File: src/rtl/memory_interface_if.sv
// Memory-side bus of memory_interface: port A (read/write) and port B (fetch, read-only).
// The controller is the master; the RAM wrapper attaches to the slave modport.
interface memory_interface_if #(
  parameter int ADDR_W = 9,
  parameter int DATA_W = 9
);
  logic              wen_A;
  logic              ren_A;
  logic [ADDR_W-1:0] addr_A;
  logic [DATA_W-1:0] wdata_A;
  logic [DATA_W-1:0] rdata_A;
  logic              ren_B;
  logic [ADDR_W-1:0] addr_B;
  logic [DATA_W-1:0] rdata_B;

  modport master (
    output wen_A, ren_A, addr_A, wdata_A, ren_B, addr_B,
    input  rdata_A, rdata_B
  );

  modport slave (
    input  wen_A, ren_A, addr_A, wdata_A, ren_B, addr_B,
    output rdata_A, rdata_B
  );
endinterface

File: src/rtl/memory_interface.sv
// MAR/MDR/PC/MBR register file with a read/write port A and an instruction-fetch port B.
// Optional PC_AUTO_INC_EN: each accepted fetch post-increments PC (ld_pc wins).
module memory_interface #(
  parameter int ADDR_W = 9,
  parameter int DATA_W = 9
) (
  input  logic              clk,
  input  logic              rst,
  input  logic              ld_mar,
  input  logic [ADDR_W-1:0] mar_in,
  input  logic              ld_mdr,
  input  logic [DATA_W-1:0] mdr_in,
  input  logic              ld_pc,
  input  logic [ADDR_W-1:0] pc_in,
  input  logic              rd,
  input  logic              wr,
  input  logic              fetch,
  output logic [DATA_W-1:0] mdr,
  output logic [DATA_W-1:0] mbr,
  output logic [ADDR_W-1:0] pc,
  output logic              busy_a,
  output logic              busy_b,
  output logic              mdr_valid,
  output logic              mbr_valid,
  output logic              collision,
  memory_interface_if.master mem
);

  typedef enum logic {A_IDLE, A_RD}    a_state_t;
  typedef enum logic {B_IDLE, B_FETCH} b_state_t;

  a_state_t a_state_reg, a_state_next;
  b_state_t b_state_reg, b_state_next;

  logic [ADDR_W-1:0] mar_reg;
  logic [DATA_W-1:0] mdr_reg;
  logic [ADDR_W-1:0] pc_reg;
  logic [DATA_W-1:0] mbr_reg;
  logic              mdr_valid_reg;
  logic              mbr_valid_reg;
  logic              collision_reg;

  logic wr_accept;
  logic rd_accept;
  logic fetch_accept;

  // Port A: a write always wins over a simultaneous read; requests while busy are dropped.
  always_comb begin
    a_state_next = a_state_reg;
    wr_accept    = 1'b0;
    rd_accept    = 1'b0;
    case (a_state_reg)
      A_IDLE: begin
        if (!rst) begin
          if (wr) begin
            wr_accept = 1'b1;
          end else if (rd) begin
            rd_accept    = 1'b1;
            a_state_next = A_RD;
          end
        end
      end
      A_RD:    a_state_next = A_IDLE;
      default: a_state_next = A_IDLE;
    endcase
  end

  always_comb begin
    b_state_next = b_state_reg;
    fetch_accept = 1'b0;
    case (b_state_reg)
      B_IDLE: begin
        if (!rst && fetch) begin
          fetch_accept = 1'b1;
          b_state_next = B_FETCH;
        end
      end
      B_FETCH: b_state_next = B_IDLE;
      default: b_state_next = B_IDLE;
    endcase
  end

  assign mem.wen_A   = wr_accept;
  assign mem.ren_A   = rd_accept;
  assign mem.addr_A  = mar_reg;
  assign mem.wdata_A = mdr_reg;
  assign mem.ren_B   = fetch_accept;
  assign mem.addr_B  = pc_reg;

  always_ff @(posedge clk) begin
    if (rst) begin
      a_state_reg   <= A_IDLE;
      b_state_reg   <= B_IDLE;
      mar_reg       <= '0;
      mdr_reg       <= '0;
      pc_reg        <= '0;
      mbr_reg       <= '0;
      mdr_valid_reg <= 1'b0;
      mbr_valid_reg <= 1'b0;
      collision_reg <= 1'b0;
    end else begin
      a_state_reg   <= a_state_next;
      b_state_reg   <= b_state_next;
      mdr_valid_reg <= (a_state_reg == A_RD);
      mbr_valid_reg <= (b_state_reg == B_FETCH);
      collision_reg <= wr_accept && rd;

      if (ld_mar) begin
        mar_reg <= mar_in;
      end

      // The read return takes MDR even if the datapath loads it in the same cycle.
      if (a_state_reg == A_RD) begin
        mdr_reg <= mem.rdata_A;
      end else if (ld_mdr) begin
        mdr_reg <= mdr_in;
      end

      if (b_state_reg == B_FETCH) begin
        mbr_reg <= mem.rdata_B;
      end

`ifdef PC_AUTO_INC_EN
      if (ld_pc) begin
        pc_reg <= pc_in;
      end else if (fetch_accept) begin
        pc_reg <= pc_reg + ADDR_W'(1);
      end
`else
      if (ld_pc) begin
        pc_reg <= pc_in;
      end
`endif
    end
  end

  assign mdr       = mdr_reg;
  assign mbr       = mbr_reg;
  assign pc        = pc_reg;
  assign busy_a    = (a_state_reg == A_RD);
  assign busy_b    = (b_state_reg == B_FETCH);
  assign mdr_valid = mdr_valid_reg;
  assign mbr_valid = mbr_valid_reg;
  assign collision = collision_reg;

endmodule

File: src/flat_wrapper.sv
// flat-port wrapper written by rule: the top's interface ports become plain ports
module memory_interface_flat 
#(
  parameter int ADDR_W = 9,
  parameter int DATA_W = 9
)
  (clk, rst, ld_mar, mar_in, ld_mdr, mdr_in, ld_pc, pc_in, rd, wr, fetch, mdr, mbr, pc, busy_a, busy_b, mdr_valid, mbr_valid, collision, mem_wen_A, mem_ren_A, mem_addr_A, mem_wdata_A, mem_ren_B, mem_addr_B, mem_rdata_A, mem_rdata_B);
  memory_interface_if #(.ADDR_W(ADDR_W), .DATA_W(DATA_W)) mem_i ();
  input  logic clk;
  input  logic rst;
  input  logic ld_mar;
  input  logic [ADDR_W-1:0] mar_in;
  input  logic ld_mdr;
  input  logic [DATA_W-1:0] mdr_in;
  input  logic ld_pc;
  input  logic [ADDR_W-1:0] pc_in;
  input  logic rd;
  input  logic wr;
  input  logic fetch;
  output logic [DATA_W-1:0] mdr;
  output logic [DATA_W-1:0] mbr;
  output logic [ADDR_W-1:0] pc;
  output logic busy_a;
  output logic busy_b;
  output logic mdr_valid;
  output logic mbr_valid;
  output logic collision;
  output wire logic [$bits(mem_i.wen_A)-1:0] mem_wen_A;
  output wire logic [$bits(mem_i.ren_A)-1:0] mem_ren_A;
  output wire logic [$bits(mem_i.addr_A)-1:0] mem_addr_A;
  output wire logic [$bits(mem_i.wdata_A)-1:0] mem_wdata_A;
  output wire logic [$bits(mem_i.ren_B)-1:0] mem_ren_B;
  output wire logic [$bits(mem_i.addr_B)-1:0] mem_addr_B;
  input wire logic [$bits(mem_i.rdata_A)-1:0] mem_rdata_A;
  input wire logic [$bits(mem_i.rdata_B)-1:0] mem_rdata_B;
  assign mem_wen_A = mem_i.wen_A;
  assign mem_ren_A = mem_i.ren_A;
  assign mem_addr_A = mem_i.addr_A;
  assign mem_wdata_A = mem_i.wdata_A;
  assign mem_ren_B = mem_i.ren_B;
  assign mem_addr_B = mem_i.addr_B;
  assign mem_i.rdata_A = mem_rdata_A;
  assign mem_i.rdata_B = mem_rdata_B;
  memory_interface #(.ADDR_W(ADDR_W), .DATA_W(DATA_W)) u_core (.clk(clk), .rst(rst), .ld_mar(ld_mar), .mar_in(mar_in), .ld_mdr(ld_mdr), .mdr_in(mdr_in), .ld_pc(ld_pc), .pc_in(pc_in), .rd(rd), .wr(wr), .fetch(fetch), .mdr(mdr), .mbr(mbr), .pc(pc), .busy_a(busy_a), .busy_b(busy_b), .mdr_valid(mdr_valid), .mbr_valid(mbr_valid), .collision(collision), .mem(mem_i));
endmodule
File: config.mk
export PLATFORM = sky130hd
export DESIGN_NAME = memory_interface_flat
export DESIGN_NICKNAME = d
export VERILOG_FILES = /design/src/rtl/memory_interface_if.sv /design/src/rtl/memory_interface.sv /design/src/flat_wrapper.sv
export SDC_FILE = /design/constraint.sdc
export NUM_CORES = 1
export LEC_CHECK = 0
export ABC_AREA = 1
export BUFFER_PORTS_ARGS = -buffer_cell sky130_fd_sc_hd__buf_4
export CAP_MARGIN = 25
export CELL_PAD_IN_SITES_DETAIL_PLACEMENT = 1
export CELL_PAD_IN_SITES_GLOBAL_PLACEMENT = 1
export CORE_AREA = 2 2 120 64
export DETAILED_ROUTE_END_ITERATION = 10
export DIE_AREA = 0 0 122 66
export PLACE_DENSITY = 0.79
export SLEW_MARGIN = 20
export SYNTH_ARGS = -nofsm -noshare
export SYNTH_HDL_FRONTEND = slang
export SYNTH_SLANG_ARGS = --single-unit
File: constraint.sdc
create_clock -name clk -period 0.81 [get_ports clk]
set_input_delay 0.162 -clock clk [delete_from_list [all_inputs] [get_ports clk]]
set_output_delay 0.162 -clock clk [all_outputs]
set_load 0.03 [all_outputs]
Word-level counts from Yosys, hierarchy flattened
Index checks and enable logic that the tools add are counted.
{"block": "op_classes", "muxes": 13, "bitwise": 2, "reduce_logical": 4}
{"op": "9-bit 2-to-1 mux", "n": 2}
{"op": "1-bit 2-to-1 mux", "n": 9}
{"op": "1-bit one-hot mux with 2 select lines", "n": 2}
{"op": "1-bit logical AND", "n": 2}
{"op": "1-bit NOT", "n": 2}
{"op": "2-bit nonzero test", "n": 1}
{"op": "1-bit zero test", "n": 1}
{"block": "totals", "word_cells": 28, "output_inout_bits": 62, "ff_bits": 41}

Depth between registers and ports, before layout
{"block": "logic_depth", "ltp_word": 4, "depth_mapped": 6, "ltp_nobuf": 5}

Worst setup path before layout
OpenSTA, ideal clock, no wires.
{"block": "synth_path", "kind": "register to output", "startpoint": "register u_core.a_state_reg (netlist: u_core.busy_a)", "endpoint": "output mem_wen_A", "arrival_ns": 1.368, "path_stages_with_launch": 3, "slack_ns": -0.720, "required_ns": 0.648, "path_cell_list": "dfxtp_1 > buf_4 > nor3_1"}
{"block": "synth_between", "elab_chain_cells": 1}
{"item": "start, declared", "line": "memory_interface.sv:32", "rtl": "a_state_t a_state_reg, a_state_next;"}
{"item": "start signal, assigned", "line": "memory_interface.sv:102", "rtl": "a_state_reg <= a_state_next;"}
{"item": "1-bit 2-to-1 mux", "line": "memory_interface.sv:52", "rtl": "case (a_state_reg)"}
{"item": "end, declared", "line": "flat_wrapper.sv:28", "rtl": "output wire logic [$bits(mem_i.wen_A)-1:0] mem_wen_A;"}
No other way between the ends.

Worst setup path in the final report
{"block": "layout_path", "startpoint": "register u_core.a_state_reg (netlist: u_core.busy_a)", "endpoint": "output mem_ren_A"}
{"block": "layout_between", "elab_chain_cells": 1}
{"item": "1-bit 2-to-1 mux", "line": "memory_interface.sv:52"}
{"item": "end, declared", "line": "flat_wrapper.sv:29", "rtl": "output wire logic [$bits(mem_i.ren_A)-1:0] mem_ren_A;"}
No other way between the ends.

==> flow_summary_export.csv <==
group,metric,value,unit
critical_path,critPathKind,"reg -> out",
yosys,ys_seq_area_frac,0.482,
floorplan,die_height,66,um
grt,use_met3,0.0638,
critical_path,cp_max_fo,5,
yosys,ys_types,16,
yosys,synth_fp_nets,275,
clocking,clock_path_buffers,2,
yosys,synth_edf_count,0,
detailed_routing,wl_per_cell,14.5,um
yosys,ys_warn_count,0,
sta,drv_slew,0,
critical_path,crit_slowest_cell,"dfxtp_4",
yosys,synthTopCellsByArea,"dfxtp_1, nand2_1, nor2_1, buf_4, nand3_2",
outcome,violations,"setup timing",
sta,skew,4.50,ps
detailed_routing,drt-total-wl,6390,um
sta,report.final.setup_viol,83,
clocking,cts_root_buffer,"clkbuf_16",
yosys,ys_async_sr_fraction,0,
floorplan,fp.dieW,122,um
critical_path,critPathCaptureType,"output pin",
cells_and_area,final_cell_count_no_fill,440,
sta,slew_headroom,0.804,
clocking,cts_tree,"built",
grt,grt_max_degree,27,
detailed_routing,vias,1882,
detailed_routing,drt-initial-drc-count,60,
yosys,postSynthCellCount,222,
cells_and_area,nFillCells,800,
sta,post-route-period-util,1.44,
floorplan,die_area,0.00805,sq mm
run,max_cap_violations,0,
cells_and_area,drive_gt1_frac,0.703,
cells_and_area,nets,396,
critical_path,critPathTopFamily,"flip-flops",
critical_path,max_stage_delay,370,ps
grt,grt_pass1_vias,1900,
place,placedCellCount,414,
grt,grt.busiest_layer,"met2",
floorplan,io_pins,115,
critical_path,r2r_setup_slack,-240,ps
floorplan,start_util,0.243,
worst_hold_path,whs_endpoint,"u_core.busy_a",
critical_path,crit_chain,"inv_4 -> nand3_4 -> nor2_4 -> buf_6",
sta,rsz0062_at_grt,"true",
grt,use_met1,0.184,
critical_path,reg2regPathDepth,7,
power_and_ir_drop,ir_worst_vdd,0.717,mV
cells_and_area,fin_util,0.486,
outcome,status,"finished, violations left",
clocking,path_clk_slew,60,ps
place,place_ws,-297,ps
yosys,syn_avg_cell_area,7.67,sq um
power_and_ir_drop,p_leak,1.64,nW
cells_and_area,n_antenna_cell,0,
grt,grt_pass1_wl,9390,um
power_and_ir_drop,p_per_area,1870,mW/mm^2
yosys,synth_top_cell_area_share,0.482,
clocking,cts_made_buffers,5,
yosys,syn_area,0.00170,sq mm
detailed_routing,postRouteAntennaNets,0,
place,io_buffers,114,
worst_hold_path,holdCritStartpoint,"wr",
sta,worstMarginPinSlew,295,ps
place,gp_congestion,0.707,
detailed_routing,viasPerCell,4.28,
critical_path,critPathArrivalTime,1010,ps
sta,hold_viol_final,0,
grt,gr-usage-all-layers,0.153,
detailed_routing,first_pass_iters,3,
power_and_ir_drop,power.total,6.38,mW
critical_path,rr_startpoint,"u_core.busy_a",
place,hpwl,4350,um
grt,grt_overflow,0,
worst_hold_path,whs_path_depth,2,
sta,max_freq,0.856,GHz
critical_path,path_buf_inv,2,
yosys,synth.most_common_cell,"nand2_1",
floorplan,num_rows,22,
grt,antenna_found_initial,0,
worst_hold_path,hold_path.class,"in -> reg",
clocking,clock_sinks,41,
clocking,cts_hold_repair.buffers,0,
yosys,synth_ff_type,"dfxtp_1",
detailed_routing,post-route-drc-count,0,
yosys,yosys.area.top_type,"dfxtp_1",
yosys,yosys_register_bits,41,
critical_path,rr_endpoint,"u_core.mdr[7]",
clocking,htreeDepth,2,
sta,final.setup.worst_slack,-359,ps
sta,fin_crit,1170,ps
grt,met2_usage,0.256,
critical_path,cp.required,650,ps
yosys,synth_common_cells,"nand2_1, nor2_1, dfxtp_1",
cells_and_area,syn2layout_area_growth,100,%
critical_path,startpoint,"u_core.busy_a",
clocking,clock_latency,280,ps
critical_path,start_kind,"flip-flop",
floorplan,core_area,0.00702,sq mm
==> repair_timing <==
item,CTS,global route
pin swaps,17,4
gates resized for setup,120,23
cloned,3,0
endpoints found under the setup margin,81,103
setup buffers,11,4
==> placed cells by master, fill, tap and decap left out, types with 5 or more instances in the layout <==
cell,instances
o21ai_1,8
dfxtp_4,9
nand2_2,11
inv_1,10
nand3_2,12
nor2_1,37
clkbuf_16,5
buf_6,66
o21ai_0,10
dfxtp_2,32
a21oi_2,9
buf_4,72
nand2_1,34
==> metal layers <==
| layer | part of all wire | vias to the layer above |
|---|---|---|
| met3 | 0.085 | 6 |
| met1 | 0.43 | 890 |
| li1 | - | 917 |
| met2 | 0.48 | 69 |
| met5 | 0 | - |
| met4 | 0.0089 | 0 |
==> worst max-delay path by stage <==
stage | cells past startpoint | to | slack, ps
after detailed placement | 5 | u_core.mem.addr_A[0] | -300
after CTS | 4 | mem_ren_A | -380
after global placement | 5 | u_core.mem.addr_B[2] | -240
after global routing | 4 | mem_ren_A | -400
after floorplan | 4 | mem_ren_A | -230
final | 4 | mem_ren_A | -360
==> worst register-to-register path, stage by stage, from the launching register on <==
cell,delay (ps)
dfxtp_4,400
inv_4,50
buf_4,140
buf_6,120
nand3_2,50
nand3_2,70
nand2_1,80
inv_1,40
==> stage by stage <==
| step | TNS, ps | area [sq um] | hold WS [ps] |
|---|---|---|---|
| 3_3_place_gp | -5620 | 2620 | 354 |
| 6_report | -10820 | 3410 | 66.9 |
| 4_1_cts | -11350 | 3300 | 60.3 |
| 3_5_place_dp | -7130 | 2620 | 362 |
| 5_1_grt | -13570 | 3410 | 63.0 |
| 2_1_floorplan | -1320 | 1780 | 225 |
==> cell families (layout without fill, tap and decap cells) <==
| logic type | count (synthesis) | after routing | synth area share |
|---|---|---|---|
| buffers and inverters | 44 | 165 | 0.154 |
| DFF | 41 | 41 | 0.482 |
| AOI/OAI and AO/OA | 27 | 27 | 0.0794 |
| and+or+nand+nor | 110 | 111 | 0.285 |
==> cell type report <==
type,count,area [sq um],share of cell area
multi-input combinational,138,812,0.238
timing repair buffer,140,1310,0.385
sequential,41,895,0.262
tap,96,120,0.0352
inverter,16,73.8,0.0216
timing repair inverter,1,6.26,0.00183
clock buffer,5,125,0.0367
clock inverter,3,65.1,0.0191
==> power breakdown <==
part	switching, mW	internal (mW)	leakage (nW)	total, mW
Clock	0.799	1.76	0.0938	2.56
Combinational	0.810	0.730	1.19	1.54
Sequential	0.126	2.15	0.355	2.28
Note: power is estimated with default switching activity, not from simulation.
